$ cat src/rtl/predecode_queue_if.sv
// Fetch-side push and dispatch-side pop bundle for the opcode prefetch queue.
// Head outputs use inverted polarity to match the decode logic they feed.
interface predecode_queue_if #(
  parameter int TAG_W = 16,
  parameter int CNT_W = 3
);
  logic             FLUSH;
  logic             WR_VALID;
  logic             WR_READY;
  logic [7:0]       WR_DATA;
  logic [TAG_W-1:0] WR_TAG;
  logic             Z_IR;
  logic             RD_VALID;
  logic             RD_READY;
  logic [7:0]       n_PD;
  logic [TAG_W-1:0] RD_TAG;
  logic             n_IMPLIED;
  logic             n_TWOCYCLE;
  logic [CNT_W-1:0] COUNT;

  modport master (
    output FLUSH, WR_VALID, WR_DATA, WR_TAG, Z_IR, RD_READY,
    input  WR_READY, RD_VALID, n_PD, RD_TAG,
    input  n_IMPLIED, n_TWOCYCLE, COUNT
  );

  modport slave (
    input  FLUSH, WR_VALID, WR_DATA, WR_TAG, Z_IR, RD_READY,
    output WR_READY, RD_VALID, n_PD, RD_TAG,
    output n_IMPLIED, n_TWOCYCLE, COUNT
  );
endinterface

$ cat src/rtl/predecode_queue.sv
// Opcode prefetch FIFO; each byte is classified on entry so dispatch
// receives opcode, PC tag and IMPLIED/TWOCYCLE flags together.
module predecode_queue #(
  parameter int DEPTH = 4,
  parameter int TAG_W = 16,
  parameter int CNT_W = $clog2(DEPTH + 1)
) (
  input logic              CLK,
  input logic              RES,
  predecode_queue_if.slave bus
);
  localparam int PTR_W = $clog2(DEPTH);

  typedef struct packed {
    logic [7:0]       pd;
    logic             imp;
    logic             two;
    logic [TAG_W-1:0] tag;
  } ent_t;

  ent_t             mem_q [DEPTH];
  ent_t             mem_d [DEPTH];
  logic [PTR_W-1:0] wr_ptr_q, wr_ptr_d;
  logic [PTR_W-1:0] rd_ptr_q, rd_ptr_d;
  logic [CNT_W-1:0] cnt_q, cnt_d;

  logic       wr_ready, rd_valid;
  logic       push, pop;
  logic [7:0] pd_in;
  logic       t1, t2, t3, imp_in;
  ent_t       ent_in;
  ent_t       head;

  assign wr_ready = cnt_q != CNT_W'(DEPTH);
  assign rd_valid = cnt_q != '0;
  assign push     = bus.WR_VALID & wr_ready;
  assign pop      = rd_valid & bus.RD_READY;

  always_comb begin
    pd_in  = bus.Z_IR ? 8'h00 : bus.WR_DATA;
    imp_in = ~pd_in[0] & ~pd_in[2] & pd_in[3];
    t1     = ~pd_in[1] & ~pd_in[4] & ~pd_in[7];
    t2     = pd_in[0] & ~pd_in[2] & pd_in[3] & ~pd_in[4];
    t3     = ~pd_in[0] & ~pd_in[2] & ~pd_in[3]
           & ~pd_in[4] & pd_in[7];
    ent_in.pd  = pd_in;
    ent_in.imp = imp_in;
    ent_in.two = (imp_in & ~t1) | t2 | t3;
    ent_in.tag = bus.WR_TAG;
  end

  // Pointers wrap naturally since DEPTH is a power of two.
  always_comb begin
    mem_d    = mem_q;
    wr_ptr_d = wr_ptr_q;
    rd_ptr_d = rd_ptr_q;
    cnt_d    = cnt_q;
    if (bus.FLUSH) begin
      wr_ptr_d = '0;
      rd_ptr_d = '0;
      cnt_d    = '0;
    end else begin
      if (push) begin
        mem_d[wr_ptr_q] = ent_in;
        wr_ptr_d        = wr_ptr_q + 1'b1;
      end
      if (pop) begin
        rd_ptr_d = rd_ptr_q + 1'b1;
      end
      cnt_d = cnt_q + CNT_W'(push) - CNT_W'(pop);
    end
  end

  always_ff @(posedge CLK or posedge RES) begin
    if (RES) begin
      wr_ptr_q <= '0;
      rd_ptr_q <= '0;
      cnt_q    <= '0;
    end else begin
      wr_ptr_q <= wr_ptr_d;
      rd_ptr_q <= rd_ptr_d;
      cnt_q    <= cnt_d;
    end
  end

  always_ff @(posedge CLK) begin
    mem_q <= mem_d;
  end

  assign head = mem_q[rd_ptr_q];

  assign bus.WR_READY   = wr_ready;
  assign bus.RD_VALID   = rd_valid;
  assign bus.COUNT      = cnt_q;
  assign bus.n_PD       = rd_valid ? ~head.pd : 8'hFF;
  assign bus.RD_TAG     = rd_valid ? head.tag : '0;
  assign bus.n_IMPLIED  = rd_valid ? ~head.imp : 1'b1;
  assign bus.n_TWOCYCLE = rd_valid ? ~head.two : 1'b1;
endmodule

$ cat src/flat_wrapper.sv
// flat-port wrapper written by rule: the top's interface ports become plain ports
module predecode_queue_flat 
#(
  parameter int DEPTH = 4,
  parameter int TAG_W = 16,
  parameter int CNT_W = $clog2(DEPTH + 1)
)
  (CLK, RES, bus_FLUSH, bus_WR_VALID, bus_WR_DATA, bus_WR_TAG, bus_Z_IR, bus_RD_READY, bus_WR_READY, bus_RD_VALID, bus_n_PD, bus_RD_TAG, bus_n_IMPLIED, bus_n_TWOCYCLE, bus_COUNT);
  predecode_queue_if #(.TAG_W(TAG_W), .CNT_W(CNT_W)) bus_i ();
  input logic CLK;
  input logic RES;
  input wire logic [$bits(bus_i.FLUSH)-1:0] bus_FLUSH;
  input wire logic [$bits(bus_i.WR_VALID)-1:0] bus_WR_VALID;
  input wire logic [$bits(bus_i.WR_DATA)-1:0] bus_WR_DATA;
  input wire logic [$bits(bus_i.WR_TAG)-1:0] bus_WR_TAG;
  input wire logic [$bits(bus_i.Z_IR)-1:0] bus_Z_IR;
  input wire logic [$bits(bus_i.RD_READY)-1:0] bus_RD_READY;
  output wire logic [$bits(bus_i.WR_READY)-1:0] bus_WR_READY;
  output wire logic [$bits(bus_i.RD_VALID)-1:0] bus_RD_VALID;
  output wire logic [$bits(bus_i.n_PD)-1:0] bus_n_PD;
  output wire logic [$bits(bus_i.RD_TAG)-1:0] bus_RD_TAG;
  output wire logic [$bits(bus_i.n_IMPLIED)-1:0] bus_n_IMPLIED;
  output wire logic [$bits(bus_i.n_TWOCYCLE)-1:0] bus_n_TWOCYCLE;
  output wire logic [$bits(bus_i.COUNT)-1:0] bus_COUNT;
  assign bus_i.FLUSH = bus_FLUSH;
  assign bus_i.WR_VALID = bus_WR_VALID;
  assign bus_i.WR_DATA = bus_WR_DATA;
  assign bus_i.WR_TAG = bus_WR_TAG;
  assign bus_i.Z_IR = bus_Z_IR;
  assign bus_i.RD_READY = bus_RD_READY;
  assign bus_WR_READY = bus_i.WR_READY;
  assign bus_RD_VALID = bus_i.RD_VALID;
  assign bus_n_PD = bus_i.n_PD;
  assign bus_RD_TAG = bus_i.RD_TAG;
  assign bus_n_IMPLIED = bus_i.n_IMPLIED;
  assign bus_n_TWOCYCLE = bus_i.n_TWOCYCLE;
  assign bus_COUNT = bus_i.COUNT;
  predecode_queue #(.DEPTH(DEPTH), .TAG_W(TAG_W), .CNT_W(CNT_W)) u_core (.CLK(CLK), .RES(RES), .bus(bus_i));
endmodule
$ cat config.mk
export PLATFORM = sky130hd
export DESIGN_NAME = predecode_queue_flat
export DESIGN_NICKNAME = d
export VERILOG_FILES = /design/src/rtl/predecode_queue_if.sv /design/src/rtl/predecode_queue.sv /design/src/flat_wrapper.sv
export SDC_FILE = /design/constraint.sdc
export NUM_CORES = 1
export LEC_CHECK = 0
export ABC_AREA = 1
export CELL_PAD_IN_SITES_DETAIL_PLACEMENT = 1
export CELL_PAD_IN_SITES_GLOBAL_PLACEMENT = 1
export CORE_MARGIN = 4
export CORE_UTILIZATION = 47
export CTS_CLUSTER_DIAMETER = 150
export DETAILED_ROUTE_END_ITERATION = 8
export PLACE_DENSITY = 0.88
export RECOVER_POWER = 50
export SETUP_SLACK_MARGIN = 0.2
export SYNTH_ARGS = -nofsm -noshare
export SYNTH_HDL_FRONTEND = slang
export SYNTH_SLANG_ARGS = --single-unit
$ cat constraint.sdc
create_clock -name CLK -period 4.32 [get_ports CLK]
set_input_delay 0.432 -clock CLK [delete_from_list [all_inputs] [get_ports CLK]]
set_output_delay 0.432 -clock CLK [all_outputs]
set_load 0.01 [all_outputs]
==> results of run 1 <==
-- logic make-up (layout without fill, tap and decap cells) --
kind of cell / Yosys count / count (layout) / synth area share
AOI/OAI and AO/OA: 38 / 38 / 0.0395
DFF: 111 / 111 / 0.686
buffers and inverters: 78 / 142 / 0.0726
adders and majority gates: 7 / 7 / 0.0198
and+or+nand+nor: 221 / 221 / 0.182
-- sequential cells by signal (all words and copies together) (netlist names) --
signal,flops
u_core.bus.COUNT,3
u_core.rd_ptr_q,2
u_core.wr_ptr_q,2
u_core.mem_q,104
-- routing by layer --
metal / vias to the layer above / track usage
met5: - / 0
met4: 0 / 0.0739
met1: 1645 / 0.249
li1: 1595 / -
met3: 17 / 0.0272
met2: 85 / 0.375
-- synth_stat cells, drive strengths merged, types with 2 or more instances --
library cell / number / area share
ha: 6 / 0.016
nand2: 132 / 0.10
nand4: 4 / 0.0052
nor2: 58 / 0.045
inv: 59 / 0.046
dfrtp: 7 / 0.036
edfxtp: 104 / 0.65
buf: 16 / 0.024
o21ai: 21 / 0.022
clkbuf: 2 / 0.0016
a21oi: 17 / 0.018
nand3: 26 / 0.027
-- cells in the final DEF, fill, tap and decap left out, types with 2 or more instances in the layout --
cell type / n
a21oi_1: 17
dlygate4sd3_1: 22
nand3_1: 26
o21ai_1: 15
edfxtp_1: 104
bufinv_16: 2
nor2_2: 3
nor2_1: 55
dfrtp_1: 6
clkbuf_8: 9
inv_1: 56
nand4_1: 4
clkdlybuf4s50_1: 38
inv_6: 2
buf_4: 5
o21ai_0: 6
nand2_1: 132
inv_2: 3
ha_1: 6
-- path summary, 6_finish.rpt --
kind	from	end	slack (ns)	cells past startpoint
worst max-delay path	u_core.rd_ptr_q[0]$_DFFE_PP0P_	bus_RD_TAG[10]	1.39	6
worst min-delay path	RES	u_core.bus.COUNT[0]$_DFF_PP0_	0.45	2
worst max register to register	u_core.bus.COUNT[1]$_DFF_PP0_	u_core.mem_q[9]$_DFFE_PP_	1.52	7
worst min register to register	u_core.wr_ptr_q[1]$_DFFE_PP0P_	u_core.wr_ptr_q[1]$_DFFE_PP0P_	0.58	2
max in group asynchronous	RES	u_core.rd_ptr_q[0]$_DFFE_PP0P_	3.60	2
min in group CLK	u_core.wr_ptr_q[1]$_DFFE_PP0P_	u_core.wr_ptr_q[1]$_DFFE_PP0P_	0.58	2
-- power by group through the flow --
stage	Clock, W	Combinational (W)	Sequential [W]
floorplan	0	0.000657	0.00132
global placement	0	0.00113	0.00131
detailed placement	0	0.00117	0.00132
CTS	0.000704	0.00118	0.00129
global route	0.000750	0.00128	0.00130
finish	0.000693	0.00115	0.00129
-- metrics by stage --
step / instances / area [µm²] / power [W] / util
final: 652 / 5730 / 0.00313 / 0.580
after global routing: 652 / 5730 / 0.00333 / 0.580
after CTS: 652 / 5730 / 0.00318 / 0.581
after detailed placement: 636 / 5510 / 0.00249 / 0.558
after global placement: 636 / 5510 / 0.00244 / 0.558
after floorplan: 455 / 4810 / 0.00197 / -
-- layout make-up --
class                   instances  area [µm²]  share of cell area
multi-input cells             266        1170               0.204
clock inverters                 7         101              0.0177
well taps                     133         166              0.0291
repair buffers                 66         642               0.112
clock buffers                   9         124              0.0216
flip-flops and latches        111        3300               0.576
inverters                      60         225              0.0393
==> metrics.md, run 1 <==
| Metric | Value |
|---|---|
| Syn. warnings | 0 |
| Routability Congestion | between 0.7 and 0.8 |
| Seq pwr share | 0.413 |
| Critical path launch point type | register |
| VDD IR-drop max | ~0.00028 V |
| Max-slew headroom | -0.123 |
| Worst EP arrival | about 2.5 ns |
| CTS tree | built |
| Height of the die | ~110 µm |
| Final hold violation count | 0 |
| Worst setup slack after layout | 1.39 ns |
| Max-cap viol count | 1 |
| Routed WL | 11300 µm |
| DRC | 0 |
| Antenna cells | 0 |
| Antenna violations before repair | 0 |
| Static leakage power | 2.34 nW |
| Crit path time final | between 2 and 3 ns |
| Failing checks | capacitance limit, slew limit |
| Crit path cell chain | inv_2 > nand2_1 > nand2_1 > nand2_1 > a21oi_1 > clkdlybuf4s50_1 |
| Synth Register Bits | between 100 and 150 |
| CTS H-Tree Depth | 3 |
| Clock share of power | 0.221 |
| Syn Area/Cell | 10.6 µm² |
| Worst Setup End Kind | primary output |
| Iteration-0 DRC Markers | 160 |
| Final clock skew | 0.0145 ns |
| Required @ worst endpoint | approximately 4 ns |
| DR WL/cell | 17.3 µm |
| Root Buffer | clkbuf_8 |
| Clk sinks | between 100 and 150 |
| Worst slack, placed | 1.62 ns |
| Die X | around 110 µm |
| Pint | approximately 0.0021 W |
| Fillers | around 1100 |
| Num CTS Buffers | 9 |
| WL met2 | 5930 µm |
| Fmax | about 340 MHz |
| Hpwl dp | roughly 7600 µm |
| Global Route Usage Sum | 0.206 |
| Hold-fix buffer count after cts | 0 |
| Cell Rows | 36 |
| Post-synthesis sequential area ratio | 0.686 |
| Top Metal Used | met4 |
| Crit-path max FO | between 50 and 60 |
| Post-Syn Area | between 0.004 and 0.005 mm² |
| CP Buf/Inv Count | 2 |
| Outcome | finished with violations |
| Final net count | 551 |
| Switch Pwr | 0.00106 W |
| Least-Margin Pin Slew | around 1.7 ns |
| IO Port Bufs | 60 |
| Starting Density | 0.488 |
| Worst path max stage delay | 0.63 ns |
| Kind of cell adding the most delay to the critical path | buffers and inverters |
| FFs w/ async S/R, synth | 0.0631 |
| Setup TNS Final | 0 ns |
| Setup Fix Bufs, Post-CTS | 0 |
| CP most frequent cell | nand2_1 |
| Ports | 61 |
| Final slew viol count | 27 |
| CORE AREA | 0.00986 mm² |
| Comb pwr share | 0.366 |
| Die area | about 0.012 mm² |
| Post-synth EDFFs | approximately 100 |
| Post-cts sizing count | 0 |
| Vias post-DR | around 3300 |
| Drt first pass iters | 4 |
| Largest net degree at the start of global routing | 56 |
| Setup-failing EPs final | 0 |
| Cell with the largest stage delay on the worst path | inv_2 |
| Clock Latency Late Sink | 0.36 ns |
| Synthesized net count | 492 |
| Switching Fraction | 0.339 |
| Tcrit/Tclk final | 0.678 |
| Share of cells above drive strength 1 | 0.0559 |
| RSZ-0062 raised after global routing | no |
| Mapped Cells | approximately 460 |
| Hold slack | 0.446 ns |
| Met1 Wirelength | approximately 4700 µm |
| Worst-case clock buffer depth | 2 |
| Vias in the first global route | ~3700 |
| Remaining antenna violation count | 0 |
| Distinct cells, synth | 20 |
| Met3 Wirelength | ~460 µm |
| Vias/cell | around 5 |
| Register clock-pin slew on the reported worst setup and hold paths | approximately 0.11 ns |
| Syn-to-layout area delta | 19.0% |
| Grt ovf | 0 |
| First-pass GRT wire length | 18300 µm |
| Hold Crit Class | primary input to async pin |
| Power Density | 547 mW/mm² |
| Critical path type | register to primary output |
| Main synth FF type | edfxtp_1 |
Power figures use the tool's default switching activity.
==> inputs of run 2 (changes only) <==
--- a/config.mk
+++ b/config.mk
@@ -9,10 +9,10 @@
 export CELL_PAD_IN_SITES_DETAIL_PLACEMENT = 1
 export CELL_PAD_IN_SITES_GLOBAL_PLACEMENT = 1
 export CORE_MARGIN = 4
-export CORE_UTILIZATION = 47
+export CORE_UTILIZATION = 39
 export CTS_CLUSTER_DIAMETER = 150
 export DETAILED_ROUTE_END_ITERATION = 8
-export PLACE_DENSITY = 0.88
+export PLACE_DENSITY = 0.78
 export RECOVER_POWER = 50
 export SETUP_SLACK_MARGIN = 0.2
 export SYNTH_ARGS = -nofsm -noshare
==> constraint.sdc (replaced) <==
create_clock -name CLK -period 2.38 [get_ports CLK]
set_input_delay 0.238 -clock CLK [delete_from_list [all_inputs] [get_ports CLK]]
set_output_delay 0.238 -clock CLK [all_outputs]
set_load 0.01 [all_outputs]
==> run 2 against run 1 <==
Effect of this change: the flow now finishes without violations; hold slack worse by 0.12 ns; via count up 1.9%; register-to-register slack worse by 1.2 ns; clock skew down 0.0040 ns; sequential share of layout area down 2.8 points; critical path depth up 1; cell area up 5.2%; setup slack worse by 1.2 ns; sequential power up 82%; power up 90%; cell count up 7.8%; core utilization down 8.1 points; largest cell class unchanged.
==> metrics.md, run 2 (synthesized netlist as in run 1, its figures left out) <==
| Metric | Value |
|---|---|
| Pint | 0.00393 W (+90%) |
| Cell with the largest stage delay on the worst path | clkdlybuf4s50_1 |
| Num CTS Buffers | 9 (unchanged) |
| Placed cell areas | 0.00565 mm² (+2.6%) |
| Switching Fraction | 0.340 (+0.00109) |
| R2r setup slk | 0.30 ns (-1.22 ns) |
| Worst path max stage delay | 0.55 ns (-0.08 ns) |
| Least-Margin Pin Slew | 0.719 ns (-0.965 ns) |
| Setup-failing EPs final | 0 (unchanged) |
| Share of cells above drive strength 1 | 0.0787 (+0.0228) |
| Static leakage power | 2.57 nW (+9.7%) |
| Die X | 119 µm (+9.1%) |
| Crit-path max FO | 20 (-62%) |
| Required @ worst endpoint | 2.14 ns (-1.75 ns) |
| Final clock skew | 0.0105 ns (-0.00401 ns) |
| CTS H-Tree Depth | 3 (unchanged) |
| Crit path cell chain | inv_4 > buf_12 > nand2_1 > nand2_1 > nand2_1 > a21oi_1 > clkdlybuf4s50_1 |
| Kind of cell adding the most delay to the critical path | buffers and inverters |
| Total Power | 0.00596 W (+90%) |
| Vias post-DR | 3407 (+1.9%) |
| RR Endpoint | u_core.bus.COUNT[2]$_DFF_PP0_ |
| Critical path launch point type | register |
| Critical path type | register to primary output |
| Storage cell area | 0.00330 mm² (about the same) |
| Tcrit/Tclk final | 0.905 |
| CP Buf/Inv Count | 3 (+1) |
| DR WL/cell | 16.9 µm (-2.6%) |
| Worst Setup End Kind | primary output |
| Reg2reg path depth | 12 (+5) |
| Hpwl dp | 7650 µm (+0.67%) |
| Seq pwr share | 0.395 (-0.018) |
| First-pass GRT wire length | 19100 µm (+4.4%) |
| Height of the die | 119 µm (+9.1%) |
| Register clock-pin slew on the reported worst setup and hold paths | 0.08 ns (-0.03 ns) |
| Antenna violations before repair | 1 (+1) |
| Clock share of power | 0.235 (+0.014) |
| DRC | 0 (unchanged) |
| Ports | 61 (unchanged) |
| Global Route Usage Sum | 0.174 (-0.0318) |
| Vias in the first global route | 3757 (+2.4%) |
| Routability Congestion | 0.758 (+2.3%) |
| Clock Latency Late Sink | 0.34 ns (-0.02 ns) |
| RSZ-0062 raised after global routing | yes |
| CTS tree | built |
| Largest Register | u_core.mem_q |
| Power Density | 990 mW/mm² (+81%) |
| Final slew viol count | 0 (-100%) |
| Root Buffer | clkbuf_16 |
| Commonest non-fill, non-tap cell in the layout | nand2_1 |
| Hold Crit Class | primary input to async pin |
| Drt first pass iters | 5 (+1) |
| Fmax | approximately 460 MHz |
| Max reg flops | 104 (unchanged) |
| Largest net degree at the start of global routing | 30 (-46%) |
| Die area | 0.0142 mm² (+19%) |
| Comb pwr share | 0.371 (+0.005) |
| Design area | 0.00602 mm² (+5.2%) |
| Iteration-0 DRC Markers | 191 (+19%) |
| Most frequent cells in the layout | nand2_1, edfxtp_1, nor2_1, inv_1, nand3_1 |
| Worst EP arrival | 1.92 ns (-0.58 ns) |
| Syn-to-layout area delta | 25.2% |
| Final core occ | 0.499 (-0.0810) |
| CP most frequent cell | nand2_1 |
| Final hold violation count | 0 (unchanged) |
| CORE AREA | 0.0121 mm² (+22%) |
| Outcome | finished, final reports clean |
| IO Port Bufs | 60 (unchanged) |
| VDD IR-drop max | 0.000450 V (+61%) |
| Crit path time final | 2.15 ns |
| Final net count | 566 (+2.7%) |
| Fillers | 1313 (+22%) |
| Max-cap viol count | 0 (-1) |
| Area of the multi-input gates | 0.00117 mm² (unchanged) |
| Starting Density | 0.399 (-0.0888) |
| Worst-case clock buffer depth | 2 (unchanged) |
| Max-slew headroom | 0.520 (+0.643) |
| Hold slack | 0.322 ns (-0.123 ns) |
| Grt ovf | 0 (unchanged) |
| Switch Pwr | 0.00203 W (+91%) |
| Reg2Reg Launch Point | u_core.bus.COUNT[0]$_DFF_PP0_ |
| Clk sinks | 111 (unchanged) |
| Remaining antenna violation count | 0 (unchanged) |
| Routed WL | 11900 µm (+5.0%) |
| Cell Rows | 40 (+11%) |
| Vias/cell | 4.85 (-5.5%) |
==> run 2: changes by cell type in the layout (fill, tap and decap cells not counted), moves of 2 or more <==
| cell | before | now |
|---|---|---|
| clkdlybuf4s50_1 | 38 | 15 |
| dlymetal6s2s_1 | 0 | 8 |
| clkbuf_1 | 1 | 4 |
| inv_2 | 3 | 0 |
| clkbuf_8 | 9 | 0 |
| buf_4 | 5 | 11 |
| buf_6 | 0 | 3 |
| inv_4 | 0 | 2 |
| clkbuf_16 | 0 | 9 |
| bufinv_16 | 2 | 0 |
| dlygate4sd2_1 | 0 | 15 |
| buf_12 | 0 | 3 |
==> run 2: what timing repair did <==
item / in CTS / in global routing
setup endpoints to repair: 26 / 12
setup buffers: 3 / 1
hold buffers: 0 / 0
pin swaps: 0 / 0
cloned: 1 / 0
gates resized for setup: 25 / 12
==> run 2: stage by stage <==
stage               setup WS (ns)  std cells  TNS [ns]
floorplan                 -0.0938        455     -9.75
global placement            0.360        681         0
detailed placement          0.216        681         0
CTS                         0.154        701         0
global route               0.0901        703         0
finish                      0.227        703         0
==> run 2: area by class of cell <==
type | count | area share
multi-input combinational | 266 | 0.194
clock buffer | 11 | 0.0386
sequential | 111 | 0.548
inverter | 60 | 0.0391
timing repair buffer | 81 | 0.138
antenna | 1 | 0.000415
clock inverter | 5 | 0.00686
tap | 168 | 0.0349
==> run 2: worst max path at each step <==
stage	start	end	cells past startpoint
5_1_grt	u_core.rd_ptr_q[0]$_DFFE_PP0P_	bus_RD_TAG[0]	7
3_5_place_dp	bus_RD_READY	u_core.bus.COUNT[2]$_DFF_PP0_	10
4_1_cts	u_core.rd_ptr_q[0]$_DFFE_PP0P_	bus_RD_TAG[15]	7
6_report	u_core.rd_ptr_q[0]$_DFFE_PP0P_	bus_RD_TAG[0]	7
3_3_place_gp	bus_RD_READY	u_core.bus.COUNT[2]$_DFF_PP0_	10
2_1_floorplan	u_core.bus.COUNT[1]$_DFF_PP0_	u_core.mem_q[0]$_DFFE_PP_	6
==> run 2: power by group through the flow <==
stage                     Combinational, W  Clock [W]  Sequential, W
after detailed placement           0.00225          0        0.00239
after CTS                          0.00227    0.00143        0.00236
after global routing               0.00245    0.00150        0.00237
after global placement             0.00216          0        0.00238
after floorplan                    0.00119          0        0.00239
final                              0.00221    0.00140        0.00235
==> run 2: metal layers <==
layer  GRT usage  wire length (µm)
met5           0                 0
met4      0.0804               247
met3      0.0252               480
met2       0.317              6250
met1       0.201              4900
